File: src/rtl/gpca_driver_pkg.sv
// Shared opcodes, square/root constants, FSM encoding and the array field
// bundle used by the gpca sequencing front end.
package gpca_driver_pkg;

  localparam logic [1:0] OP_MUL  = 2'd0;
  localparam logic [1:0] OP_SQR  = 2'd1;
  localparam logic [1:0] OP_SQRT = 2'd2;
  localparam logic [1:0] OP_DIV  = 2'd3;

  // Fixed B/C pattern the array expects for square and square root.
  localparam logic [6:0] SQ_B = 7'b0011111;
  localparam logic [6:0] SQ_C = 7'b0100000;

  typedef enum logic [1:0] {
    ST_IDLE  = 2'd0,
    ST_NORM  = 2'd1,
    ST_DRIVE = 2'd2,
    ST_RESP  = 2'd3
  } state_t;

  typedef struct packed {
    logic       x;
    logic [4:0] p;
    logic [9:0] a;
    logic [6:0] b;
    logic [6:0] c;
  } arr_fields_t;

  // MUL/DIV need a left-justified B; a zero B cannot be justified and is
  // either driven as-is (MUL) or rejected earlier (DIV).
  function automatic logic needs_norm(input logic [1:0] op, input logic [6:0] b);
    return ((op == OP_MUL) || (op == OP_DIV)) && (b != 7'd0) && !b[6];
  endfunction

endpackage

File: src/rtl/gpca_fmt.sv
// Combinational mapping from a request (op, a, normalized b, p) to the
// array's X/P/A/B/C input fields.
module gpca_fmt
  import gpca_driver_pkg::*;
(
  input  logic [1:0]  op,
  input  logic [9:0]  a,
  input  logic [6:0]  b,
  input  logic [4:0]  p,
  output arr_fields_t fld
);

  // Select the field layout for each operation.
  always_comb begin
    fld = '0;
    case (op)
      OP_MUL: begin
        fld.x = 1'b0; fld.p = p; fld.a = '0; fld.b = b; fld.c = b;
      end
      OP_SQR: begin
        fld.x = 1'b0; fld.p = p; fld.a = '0; fld.b = SQ_B; fld.c = SQ_C;
      end
      OP_SQRT: begin
        fld.x = 1'b1; fld.p = '0; fld.a = a; fld.b = SQ_B; fld.c = SQ_C;
      end
      default: begin
        fld.x = 1'b1; fld.p = '0; fld.a = a; fld.b = b; fld.c = b;
      end
    endcase
  end

endmodule

File: src/rtl/gpca_driver.sv
// Sequencing front end for one gpca instance: accepts a request, normalizes
// B, drives the array for SETTLE_CYCLES, captures F/S and returns them.
//
// Handshakes: a transfer happens on a rising clk edge where valid and ready
// are both high. req_ready is high only in IDLE. rsp_valid stays high and
// rsp_* stay constant until the edge where rsp_ready is also high.
module gpca_driver
  import gpca_driver_pkg::*;
#(
  parameter int SETTLE_CYCLES = 4
) (
  input  logic        clk,
  input  logic        rst,
  input  logic        req_valid,
  output logic        req_ready,
  input  logic [1:0]  req_op,
  input  logic [9:0]  req_a,
  input  logic [6:0]  req_b,
  input  logic [4:0]  req_p,
  output logic        arr_x,
  output logic [4:0]  arr_p,
  output logic [9:0]  arr_a,
  output logic [6:0]  arr_b,
  output logic [6:0]  arr_c,
  input  logic [4:0]  arr_f,
  input  logic [10:0] arr_s,
  output logic        rsp_valid,
  input  logic        rsp_ready,
  output logic [4:0]  rsp_f,
  output logic [10:0] rsp_s,
  output logic [2:0]  rsp_shift,
  output logic        rsp_err,
  output logic [1:0]  dbg_state
);

  localparam logic [3:0] SETTLE_LOAD = 4'(SETTLE_CYCLES - 1);

  state_t      state, state_nxt;
  logic [1:0]  op_q, op_d;
  logic [9:0]  a_q, a_d;
  logic [6:0]  b_q, b_d;
  logic [4:0]  p_q, p_d;
  logic [2:0]  shift_q;
  logic [3:0]  settle_q;
  arr_fields_t fld_d;
  logic        accept;
  logic        div0;
  logic [6:0]  b_shl;

  assign accept    = (state == ST_IDLE) && req_valid;
  assign div0      = (req_op == OP_DIV) && (req_b == 7'd0);
  assign b_shl     = {b_q[5:0], 1'b0};
  assign dbg_state = state;

  // State register.
  always_ff @(posedge clk) begin
    if (rst) state <= ST_IDLE;
    else     state <= state_nxt;
  end

  // Next-state decode.
  always_comb begin
    state_nxt = state;
    case (state)
      ST_IDLE: begin
        if (req_valid) begin
          if (div0)                          state_nxt = ST_RESP;
          else if (needs_norm(req_op, req_b)) state_nxt = ST_NORM;
          else                               state_nxt = ST_DRIVE;
        end
      end
      ST_NORM:  if (b_shl[6]) state_nxt = ST_DRIVE;
      ST_DRIVE: if (settle_q == 4'd0) state_nxt = ST_RESP;
      default:  if (rsp_ready) state_nxt = ST_IDLE;
    endcase
  end

  // Operand values for next cycle: latch on accept, shift B while normalizing.
  always_comb begin
    op_d = op_q;
    a_d  = a_q;
    b_d  = b_q;
    p_d  = p_q;
    if (accept) begin
      op_d = req_op;
      a_d  = req_a;
      b_d  = req_b;
      p_d  = req_p;
    end else if (state == ST_NORM) begin
      b_d = b_shl;
    end
  end

  gpca_fmt u_fmt (
    .op  (op_d),
    .a   (a_d),
    .b   (b_d),
    .p   (p_d),
    .fld (fld_d)
  );

  // Registered datapath and outputs, driven from the upcoming state.
  always_ff @(posedge clk) begin
    if (rst) begin
      op_q      <= '0;
      a_q       <= '0;
      b_q       <= '0;
      p_q       <= '0;
      shift_q   <= '0;
      settle_q  <= '0;
      req_ready <= 1'b1;
      arr_x     <= 1'b0;
      arr_p     <= '0;
      arr_a     <= '0;
      arr_b     <= '0;
      arr_c     <= '0;
      rsp_valid <= 1'b0;
      rsp_f     <= '0;
      rsp_s     <= '0;
      rsp_shift <= '0;
      rsp_err   <= 1'b0;
    end else begin
      op_q <= op_d;
      a_q  <= a_d;
      b_q  <= b_d;
      p_q  <= p_d;

      if (accept)                 shift_q <= '0;
      else if (state == ST_NORM)  shift_q <= shift_q + 3'd1;

      if ((state_nxt == ST_DRIVE) && (state != ST_DRIVE))
        settle_q <= SETTLE_LOAD;
      else if ((state == ST_DRIVE) && (settle_q != 4'd0))
        settle_q <= settle_q - 4'd1;

      req_ready <= (state_nxt == ST_IDLE);

      // The array sees fields only while in DRIVE.
      if (state_nxt == ST_DRIVE) begin
        arr_x <= fld_d.x;
        arr_p <= fld_d.p;
        arr_a <= fld_d.a;
        arr_b <= fld_d.b;
        arr_c <= fld_d.c;
      end else begin
        arr_x <= 1'b0;
        arr_p <= '0;
        arr_a <= '0;
        arr_b <= '0;
        arr_c <= '0;
      end

      if (accept && div0) begin
        rsp_valid <= 1'b1;
        rsp_err   <= 1'b1;
        rsp_f     <= '0;
        rsp_s     <= '0;
        rsp_shift <= '0;
      end else if ((state == ST_DRIVE) && (settle_q == 4'd0)) begin
        rsp_valid <= 1'b1;
        rsp_err   <= 1'b0;
        rsp_f     <= arr_f;
        rsp_s     <= arr_s;
        rsp_shift <= shift_q;
      end else if ((state == ST_RESP) && rsp_ready) begin
        rsp_valid <= 1'b0;
        rsp_err   <= 1'b0;
        rsp_shift <= '0;
      end
    end
  end

endmodule

File: config.mk
export PLATFORM = sky130hd
export DESIGN_NAME = gpca_driver
export DESIGN_NICKNAME = d
export VERILOG_FILES = /design/src/rtl/gpca_driver_pkg.sv /design/src/rtl/gpca_fmt.sv /design/src/rtl/gpca_driver.sv
export SDC_FILE = /design/constraint.sdc
export NUM_CORES = 1
export LEC_CHECK = 0
export ABC_AREA = 1
export CAP_MARGIN = 40
export CORE_UTILIZATION = 51
export CTS_CLUSTER_DIAMETER = 150
export DETAILED_ROUTE_END_ITERATION = 8
export PLACE_DENSITY = 0.89
export SYNTH_ARGS = -nofsm -noshare
export SYNTH_HDL_FRONTEND = slang
export SYNTH_HIERARCHICAL = 1
export SYNTH_SLANG_ARGS = --single-unit
File: constraint.sdc
create_clock -name clk -period 4.95 [get_ports clk]
set_input_delay 1.485 -clock clk [delete_from_list [all_inputs] [get_ports clk]]
set_output_delay 1.485 -clock clk [all_outputs]
set_load 0.01 [all_outputs]
==> out/results.ini <==
[outcome]
outcome=finished, violations left
violations=design-rule violations

[finish]
n_fill_cell=493
final_cells=649
antenna_cells=0
syn2layout_area_growth_pct=35.07
final_nets=618
drive_above_1_share_pct=14.51

[floorplanning]
die_w_um=84.97
coreArea_sq_um=6495
die_h_um=84.97
rows=29
ios=98
start_util_pct=54.06
dieArea_sq_um=7220

[routing]
drt_iter0_markers=147
finalWirelength_mm=7.799
via_per_inst=4.712
vias=3058
wl_per_cell_um=12.02
firstDrtPassIters=8
drc=5
antenna_left=0

[sta]
finalCriticalPeriod_ps=3718
grt_setup_unrepaired=no
finalCritPeriodShare_pct=75.11
drv_slew=0
skew_ps=8.080
fmax_ghz=0.2690
tightest_slew_ps=767.8
hold_viol_final=0
finalSetupViolCount=0
maxSlewHeadroom_pct=48.62
setup-tns-final_ps=0

[synthesis]
ys_dominant_reg_cell=dfxtp_1
syn_inst=469
syn-cell-area_sq_um=3511
synth_top_area_share_pct=48.47
async_flop_share_pct=0
synthTopCellsByArea=dfxtp_1, inv_1, nand2_1, nor2_2, nor2_1
syn_avg_cell_area_sq_um=7.486
ys_warn_count=6
seq_area_frac_synth_pct=48.47
syn_nets=520
ys_top_cells_by_count=inv_1, nand2_1, dfxtp_1
synth_edf_count=0
yosys.area.top_type=dfxtp_1
synthDistinctLibCells=25
ys_ff_latch=85
synth.most_common_cell=inv_1

[critical_path]
end_kind=flip-flop
cp.arrival_ps=3980
critPathKind=primary input to flip-flop
crit_path_max_fanout=17
worst_r2r_path_depth=12
cp.required_ps=5210
startpoint_type=primary input

[place]
port_buffers=97
hpwl_mm=5.730
gp_congestion=0.8308
dpl.cell_count=633

[clock_tree]
cts_max_level=3
cts_tree=done
clk_latency_ps=360
post_cts_buffers=0
cts_repair_resize_count=0
cts_buffer_depth=2
numCtsBuffers=9
root_buffer=clkbuf_8
clk_pin_slew_worst_paths_ps=90
cts_sinks=85
holdBufCountCts=0

[global_route]
antenna_found_initial=0
grt-busiest-layer=met2
grt_pass1_vias=3002
grt_usage_pct=22.99
use_met2_pct=42.16
grt_max_degree=27
use_met3_pct=4.377
grt_pass1_wl_mm=13.05
grt_use_met1_pct=25.77
grt_overflow=0

[min_path]
hold_depth=2
hold_path_class=flip-flop to flip-flop

[power]
p_leak_nw=2.089
finalPower_mw=1.935
p_per_area_nw_per_um2=408.0
ir_drop_mv=0.2539

[flow_run]
maxCapViolations=0

## cell type report
class	instances	area, sq um	area share (%)
well taps	77	96.34	2.032
flip-flops and latches	85	1702	35.88
repair buffers	103	1028	21.69
clock buffers	10	137.6	2.902
clock inverters	6	71.32	1.504
multi-input cells	277	1365	28.79
inverters	91	341.6	7.203
## cells in the final DEF (no fill, tap or decap)
cell type        instances
clkinv_4                 2
or2_2                   19
nand2_2                  1
mux2_2                   1
xnor2_1                  1
bufinv_16                1
nor2_2                  34
clkinvlp_4               2
clkdlybuf4s50_1         97
nor2_1                  56
clkbuf_8                10
nand3_1                 15
dfxtp_1                 85
buf_12                   1
inv_1                   87
a21oi_1                 29
ha_1                     7
nor3_1                   2
nand3_2                  2
inv_2                    3
nand2_4                  1
o211ai_1                 1
inv_6                    1
buf_4                    5
clkinv_1                 1
nand2_1                 86
o21ai_0                 20
xor2_1                   2
## path summary, 6_finish.rpt
path,slack (ps),from,to
setup / recovery,1230,req_valid,arr_a[1]$_SDFF_PP0_
hold / removal,470,rsp_f[1]$_SDFFE_PP0P_,rsp_f[1]$_SDFFE_PP0P_
setup reg to reg,2280,dbg_state[1]$_SDFF_PP0_,arr_a[1]$_SDFF_PP0_
hold reg to reg,470,rsp_f[1]$_SDFFE_PP0P_,rsp_f[1]$_SDFFE_PP0P_
## cell families (layout without fill, tap and decap cells)
logic type,after synthesis,after routing,share of synthesized area (%)
AO/OA/AOI/OAI,50,50,7.199
multiplexers,1,1,0.3207
adder cells (fa/ha/maj),7,7,2.495
AND/OR/NAND/NOR,216,216,28.12
XOR/XNOR,3,3,0.7485
flip-flops,85,85,48.47
buffers and inverters,107,210,12.65
## where the power goes
part / switching (mW) / internal, mW / leakage (nW)
clock network: 0.256 / 0.250 / 0.0991
logic: 0.364 / 0.265 / 1.30
registers: 0.0323 / 0.768 / 0.693
total: 0.652 / 1.28 / 2.09
## critical path: stages
cell	delay (ps)
clkdlybuf4s50_1	440
nand3_2	90
inv_1	120
buf_4	210
or2_2	270
o21ai_0	110
inv_1	120
ha_1	240
nor2_1	610
nor2_1	120
inv_1	100
nor2_2	40
## per-layer routing
| layer | vias to the layer above | part of all wire [%] |
|---|---|---|
| li1 | 1582 | - |
| met1 | 1384 | 41 |
| met2 | 77 | 52 |
| met3 | 15 | 5.0 |
| met4 | 0 | 1.6 |
| met5 | - | 0 |
## registers in the layout (all words and copies together), names as in the netlist, 2 cells and up
name and flops:
arr_a 10, shift_q 3, rsp_shift 3, settle_q 4, rsp_s 11, dbg_state 2, a_q 10, rsp_f 5
p_q 5, arr_b 7, op_q 2, arr_p 5, b_q 7, arr_c 7
## through the flow
step | cell area [sq um] | setup WS, ps | utilization [%] | hold slack (ps)
after global placement | 4513 | 1035 | 69.49 | 449.1
after CTS | 4742 | 1253 | 73.01 | 471.0
after global routing | 4742 | 1049 | 73.01 | 489.9
after floorplan | 3511 | 1951 | - | 456.8
after detailed placement | 4533 | 881.8 | 69.79 | 455.1
final | 4742 | 1232 | 73.01 | 468.2
No activity file was read; power rests on OpenSTA's default activity.
